===== config.mk =====
export PLATFORM = sky130hd
export DESIGN_NAME = div_prog
export DESIGN_NICKNAME = d
export VERILOG_FILES = /design/src/rtl/div_pkg.sv /design/src/rtl/div_duty50.sv /design/src/rtl/div_prog.sv
export SDC_FILE = /design/constraint.sdc
export NUM_CORES = 1
export LEC_CHECK = 0
export CORE_MARGIN = 1
export CORE_UTILIZATION = 58
export CTS_BUF_LIST = sky130_fd_sc_hd__clkbuf_8
export CTS_CLUSTER_DIAMETER = 200
export DETAILED_ROUTE_END_ITERATION = 12
export PLACE_DENSITY_LB_ADDON = 0.05
export SLEW_MARGIN = 5
export SYNTH_ARGS = -nofsm -noshare
export SYNTH_HDL_FRONTEND = slang
export SYNTH_SLANG_ARGS = --single-unit

===== constraint.sdc =====
create_clock -name clk_in -period 3.4 [get_ports clk_in]
set_input_delay 1.02 -clock clk_in [delete_from_list [all_inputs] [get_ports clk_in]]
set_output_delay 1.02 -clock clk_in [all_outputs]
set_load 0.02 [all_outputs]

===== src/rtl/div_pkg.sv =====
// Shared constants and types for the programmable clock divider family.
package div_pkg;

   localparam int DIV_DEFAULT_W   = 4;
   localparam int DIV_MIN_RATIO   = 2;
   localparam int DIV_RESET_RATIO = 2;

   // Ratio word at the default width; parameterised instances declare their own.
   typedef logic [DIV_DEFAULT_W-1:0] div_ratio_t;

endpackage


===== src/rtl/div_duty50.sv =====
// Negative-edge half-cycle extension cell: stretches the posedge high term by
// half an input period so odd ratios reach a 50% duty cycle.
module div_duty50 (
   input  logic clk_in,
   input  logic rst_n,
   input  logic en,
   input  logic hi_in,
   output logic ext_out
);

   logic ext_q;
   logic ext_d;

   always_comb begin
      ext_d = en ? hi_in : ext_q;
   end

   always_ff @(negedge clk_in or negedge rst_n) begin
      if (!rst_n) begin
         ext_q <= 1'b0;
      end else begin
         ext_q <= ext_d;
      end
   end

   assign ext_out = ext_q;

endmodule


===== src/rtl/div_prog.sv =====
// Programmable integer clock divider (ratios 2..2^W-1) with per-period modulus
// pulse. Define DIV_DUTY50_EN to add the negedge cell that gives odd ratios 50% duty.
module div_prog
   import div_pkg::*;
#(
   parameter int unsigned W = DIV_DEFAULT_W
) (
   input  logic         clk_in,
   input  logic         rst_n,
   input  logic         en,
   input  logic [W-1:0] ratio,
   output logic         clk_out,
   output logic         mod_out,
   output logic         ratio_err
);

   typedef logic [W-1:0] ratio_t;

   localparam ratio_t RESET_RATIO = ratio_t'(DIV_RESET_RATIO);
   localparam ratio_t MIN_RATIO   = ratio_t'(DIV_MIN_RATIO);
   localparam ratio_t ONE         = ratio_t'(1);

   ratio_t cnt_q, cnt_d;
   ratio_t act_q, act_d;
   logic   run_q, run_d;
   logic   clk_q, clk_d;
   logic   mod_q, mod_d;
   logic   err_q, err_d;

   always_comb begin
      // NOTE: every output of this block gets a hold default first, so no path leaves one unassigned and no latch is inferred.
      cnt_d = cnt_q;
      act_d = act_q;
      run_d = run_q;
      clk_d = clk_q;
      mod_d = mod_q;
      err_d = err_q;
      if (en) begin
         run_d = 1'b1;
         if (!run_q || (cnt_q == act_q - ONE)) begin
            // Period start: the only point where the requested ratio is sampled.
            cnt_d = '0;
            if (ratio >= MIN_RATIO) begin
               act_d = ratio;
               err_d = 1'b0;
            end else begin
               err_d = 1'b1;
            end
         end else begin
            cnt_d = cnt_q + ONE;
         end
         // Outputs are registered from the next position so they line up with cnt.
         clk_d = (cnt_d < (act_d >> 1));
         mod_d = (cnt_d == act_d - ONE);
      end
   end

   always_ff @(posedge clk_in or negedge rst_n) begin
      // NOTE: state registers use non-blocking assignments so all flops update together from pre-edge values.
      if (!rst_n) begin
         cnt_q <= '0;
         act_q <= RESET_RATIO;
         run_q <= 1'b0;
         clk_q <= 1'b0;
         mod_q <= 1'b0;
         err_q <= 1'b0;
      end else begin
         cnt_q <= cnt_d;
         act_q <= act_d;
         run_q <= run_d;
         clk_q <= clk_d;
         mod_q <= mod_d;
         err_q <= err_d;
      end
   end

`ifdef DIV_DUTY50_EN
   logic ext;

   // Only odd ratios need the extra half cycle; even ratios are already 50%.
   div_duty50 u_duty50 (
      .clk_in  (clk_in),
      .rst_n   (rst_n),
      .en      (en),
      .hi_in   (clk_q & act_q[0]),
      .ext_out (ext)
   );

   assign clk_out = clk_q | ext;
`else
   assign clk_out = clk_q;
`endif

   assign mod_out   = mod_q;
   assign ratio_err = err_q;

endmodule


==> results.toml, run 1 <==
[synthesis]
yosys.cell_types.count = 39
synthArstFlopShare = 1.00
netlist.area_leader.share = 0.286
syn_area_um2 = 962
synth-edff-count = 0
synth-seq-cells = 12
avgSynthCellArea_um2 = 8.83
synth_largest_area_cell = "dfrtp_1"
synthCells = 109
ys.flop_type = "dfrtp_1"
synth_area_leaders = "dfrtp_1 29%, ha_1 5.2%, nand2_1 5.1%"
synth_nets = 120
yosys_warnings = 0
synth_seq_area_share = 0.313

[floorplanning]
start_util = 0.631
fp.dieH_um = 42.7
core_um2 = 1520
row_count = 14
die_width_um = 42.7
io_pins = 10
die_area_um2 = 1830

[power]
total_power_mw = 1.22
pwr-share-seq = 0.234
p_switching_mw = 0.554
internal-power_mw = 0.662
leakagePower_nw = 0.485
powerDensity_nw_per_um2 = 1100
combPwrFrac = 0.635
swShare = 0.456
power_frac_clock = 0.131
peakVddDrop_v = 0.000641

[timing]
fmax_mhz = 330
holdWs_ns = 0.494
tightest_slew_ns = 0.632
setup_viol = 0
slew_headroom = 0.575
hold_viol_final = 0
finalClockSkew_ns = 0.00496
final-max-slew-violation-count = 0
fin_crit_sh = 0.890
rsz0062_at_grt = "no"
finalSetupTns_ns = 0
fin_crit_ns = 3.03

[run]
drv_cap = 0

[route]
dr.pass1.iters = 4
drc = 0
antenna_left = 0
drt-initial-drc-count = 41
wirelength_um = 2270
vias = 895
wl_per_cell_um = 16.9
viasPerCell = 6.68

[cts]
h-tree-depth = 1
cts_setup_buffers = 0
cts_root_buffer = "clkbuf_8"
ctsHoldBuffers = 0
cts_buffer_depth = 2
cts_buffers = 3
tritoncts = "yes"
clkTransAtPathRegs_ns = 0.06
cts_resized = 0
clk_latency_ns = 0.24
cts_sinks = 12

[grt]
antenna_found_initial = 0
track_usage = 0.281
grt_pass1_wl_um = 3880
overflow = 0
grt_pass1_vias = 869
grt_max_degree = 14

[placed_design]
port-buffer-count = 9
place_inst = 130
place_congestion = 0.991
dpl.hpwl_um = 1550

[worst_setup_path]
critPathBufInv = 1
cp_slowest_cell = "clkdlybuf4s50_1"
cp-start-kind = "input port"
cp-end-kind = "register"
path_class = "in2reg"
path_cells = "clkdlybuf4s50_1 -> or3_1 -> a41o_1 -> or3_1 -> o22a_1 -> o22a_1 -> o31ai_2"
crit_family = "simple AND/OR/NAND/NOR gates"
crit_start = "ratio[3]"
worstPathRequired_ns = 3.55
cp_slowest_stage_delay_ns = 0.48
worstPathArrival_ns = 3.18
critPathMaxFanout = 5
r2r-start = "act_q[1]"

[layout]
nFillCells = 119
final_common_cell = "nand2_1"
fin_nets = 130
antenna_cells = 0
utilization = 0.727
layoutNonFillerInstCount = 134
drive_above_1_share = 0.102
final_cell_mix = "13 x nand2_1, 11 x dfrtp_1, 9 x clkdlybuf4s50_1, 8 x nor2_1, 7 x a31oi_1"
area_delta_synth_final_pct = 15.2

[outcome]
status = "complete, no violations"

[min_path]
worstHoldStart = "clk_out"
hold_path_class = "reg2reg"
kinds of logic after synthesis:
group | synth area share
multiplexers | 0.0546
adder cells (fa/ha/maj) | 0.0520
XOR/XNOR | 0.105
flip-flops | 0.313
AO/OA/AOI/OAI | 0.250
AND/OR/NAND/NOR | 0.178
buffers and inverters | 0.0468
per-stage QoR:
stage	setup slack (ns)	instance area, µm²
2_1_floorplan	0.731	962
3_3_place_gp	0.210	1050
3_5_place_dp	0.146	1050
4_1_cts	0.400	1110
5_1_grt	0.278	1110
6_report	0.374	1110
power groups by stage:
stage | clock, mW | sequential [mW] | combinational [mW]
floorplan | 0 | 0.273 | 0.620
global placement | 0 | 0.281 | 0.739
detailed placement | 0 | 0.283 | 0.746
CTS | 0.159 | 0.283 | 0.762
global route | 0.167 | 0.291 | 0.847
finish | 0.159 | 0.284 | 0.773
flip-flops by register name, indices dropped and copies added (netlist names):
register,flops
act_q,4
clk_out,1
cnt_q,4
mod_out,1
ratio_err,1
run_q,1
cell type report:
cell class                      instances  area [µm²]  area share
Clock buffer                            4        55.1      0.0497
Inverter                                5        18.8      0.0169
Multi-Input combinational cell         87         616       0.555
Sequential cell                        12         302       0.272
Tap cell                               16        20.0      0.0181
Timing Repair Buffer                   10        97.6      0.0880
worst paths after layout:
| kind | to | depth (start not counted) | slack, ns |
|---|---|---|---|
| max | mod_out | 7 | 0.37 |
| min | clk_out | 1 | 0.49 |
| max reg2reg | clk_out | 10 | 0.57 |
| min reg2reg | clk_out | 1 | 0.49 |
| max in group asynchronous | cnt_q[3] | 1 | 1.88 |
| min in group asynchronous | mod_out | 1 | 1.14 |
Yosys cell counts, types with 2 or more instances:
master and count:
a21oi_1 4, a31oi_1 7, and2_1 2, clkbuf_1 4, dfrtp_1 11, ha_1 4
inv_1 4, mux2_2 2, mux2i_1 3, nand2_1 13, nand3_1 5, nor2_1 8
nor3_1 3, o21ai_0 4, o221ai_1 2, o22a_1 2, or3_1 2, xnor2_1 5
xor2_1 4
routing by layer:
metal	vias to the layer above	wire (µm)	global-route usage
met4	0	29	0.113
li1	425	-	-
met2	40	1090	0.455
met1	423	1000	0.374
met5	-	0	0
met3	7	145	0.0426
Power figures use the tool's default switching activity.
==> run 2: changes to the inputs <==
--- a/constraint.sdc
+++ b/constraint.sdc
@@ -3,2 +3,2 @@
 set_output_delay 1.02 -clock clk_in [all_outputs]
-set_load 0.02 [all_outputs]
+set_load 0.1 [all_outputs]
==> results.toml, run 2 (synthesis results as in run 1) <==
[outcome]
status = "complete, no violations"

[floorplanning]
fp.dieH_um = 42.7
start_util = 0.631
row_count = 14
die_area_um2 = 1830
io_pins = 10
core_um2 = 1520
die_width_um = 42.7

[grt]
track_usage = 0.271
overflow = 0
antenna_found_initial = 0
grt_pass1_wl_um = 3640
grt_max_degree = 14
grt_pass1_vias = 811

[worst_setup_path]
cp_num_cells = 7
r2r_end = "clk_out"
cp_slowest_cell = "clkdlybuf4s50_1"
cp-start-kind = "input port"
crit_family = "simple AND/OR/NAND/NOR gates"
cp-end-kind = "register"
worstPathRequired_ns = 3.55
ff2ff_setup_slack_ns = 0.58
cp_slowest_stage_delay_ns = 0.48
crit_end = "mod_out"
path_class = "in2reg"
critPathMaxFanout = 5
path_cells = "clkdlybuf4s50_1 -> or3_1 -> a41o_1 -> or3_1 -> o22a_1 -> o22a_1 -> o31ai_2"
critPathBufInv = 1
r2r-start = "act_q[1]"
crit_start = "ratio[3]"
reg2reg_depth = 10
worstPathArrival_ns = 3.16

[power]
total_power_mw = 1.28
peakVddDrop_v = 0.000823
powerDensity_nw_per_um2 = 1180
leakagePower_nw = 0.488

[layout]
fin_nets = 130
antenna_cells = 0
top_regs = "act_q: 4 flops, cnt_q: 4 flops"
drive_above_1_share = 0.119
final_cell_mix = "13 x nand2_1, 11 x dfrtp_1, 8 x nor2_1, 7 x a31oi_1, 6 x clkdlybuf4s50_1"
final_common_cell = "nand2_1"
nFillCells = 129
fin_area_um2 = 1090
area_delta_synth_final_pct = 13.4
utilization = 0.716
ff_latch_area_um2 = 302
multi_input_area_um2 = 616

[timing]
finalClockSkew_ns = 0.00255
fin_crit_sh = 0.885
finalSetupTns_ns = 0
tightest_slew_ns = 0.648
setup_viol = 0
slew_headroom = 0.565
hold_viol_final = 0
fin_ws_ns = 0.390
rsz0062_at_grt = "no"
fin_crit_ns = 3.01
final-max-slew-violation-count = 0
fmax_mhz = 332

[placed_design]
port-buffer-count = 9
dpl.hpwl_um = 1660
place_area_um2 = 1050
post-place-ws_ns = 0.161
place_congestion = 0.991

[route]
dr.pass1.iters = 4
drc = 0
wirelength_um = 2220
drt-initial-drc-count = 43
wl_per_cell_um = 16.5
viasPerCell = 6.66
antenna_left = 0
vias = 893

[cts]
cts_buffers = 3
cts_sinks = 12
cts_resized = 0
h-tree-depth = 1
clk_latency_ns = 0.24
cts_buffer_depth = 2
ctsHoldBuffers = 0
tritoncts = "yes"
cts_setup_buffers = 0
cts_root_buffer = "clkbuf_8"
clkTransAtPathRegs_ns = 0.05

[min_path]
hold_path_class = "reg2reg"

[run]
drv_cap = 0
==> run 2: final cells by class <==
| type | count | area share |
|---|---|---|
| Tap cell | 16 | 0.0183 |
| Multi-Input combinational cell | 87 | 0.564 |
| Timing Repair Buffer | 10 | 0.0826 |
| Inverter | 5 | 0.0172 |
| Clock buffer | 3 | 0.0378 |
| Sequential cell | 12 | 0.276 |
| Clock inverter | 1 | 0.00344 |
==> run 2: power breakdown <==
part / internal (mW) / switching [mW]
Combinational: 0.349 / 0.518
Sequential: 0.205 / 0.0780
Clock: 0.0797 / 0.0539
==> run 2: worst register-to-register path: cells and delay by family (launching register included) <==
| family | cells | cell delay, ns |
|---|---|---|
| and+or+nand+nor | 3 | 0.68 |
| adders and majority gates | 2 | 0.57 |
| AOI/OAI and AO/OA | 3 | 0.50 |
| xor gates and xnor gates | 1 | 0.31 |
| DFF | 1 | 0.60 |
| buffers and inverters | 1 | 0.06 |
==> run 2: worst min path at each step <==
stage | cells past startpoint | to | start | slack [ns]
after floorplan | 2 | cnt_q[3] | cnt_q[3] | 0.51
after global placement | 1 | clk_out | clk_out | 0.48
after detailed placement | 1 | clk_out | clk_out | 0.48
after CTS | 1 | clk_out | clk_out | 0.49
after global routing | 1 | clk_out | clk_out | 0.53
final | 1 | clk_out | clk_out | 0.49
==> run 2: routing by layer <==
layer  share of wire  wire (µm)  GRT usage  up-vias
met3           0.066        146     0.0553       11
li1                -          -          -      424
met1            0.47       1050      0.368      410
met2            0.43        963      0.418       48
met4           0.026         57      0.113        0
met5               0          0          0        -
==> run 2: stage by stage <==
stage,cells,hold slack [ns]
floorplan,109,0.508
detailed placement,130,0.481
global route,134,0.526
finish,134,0.490
CTS,134,0.493
global placement,130,0.480
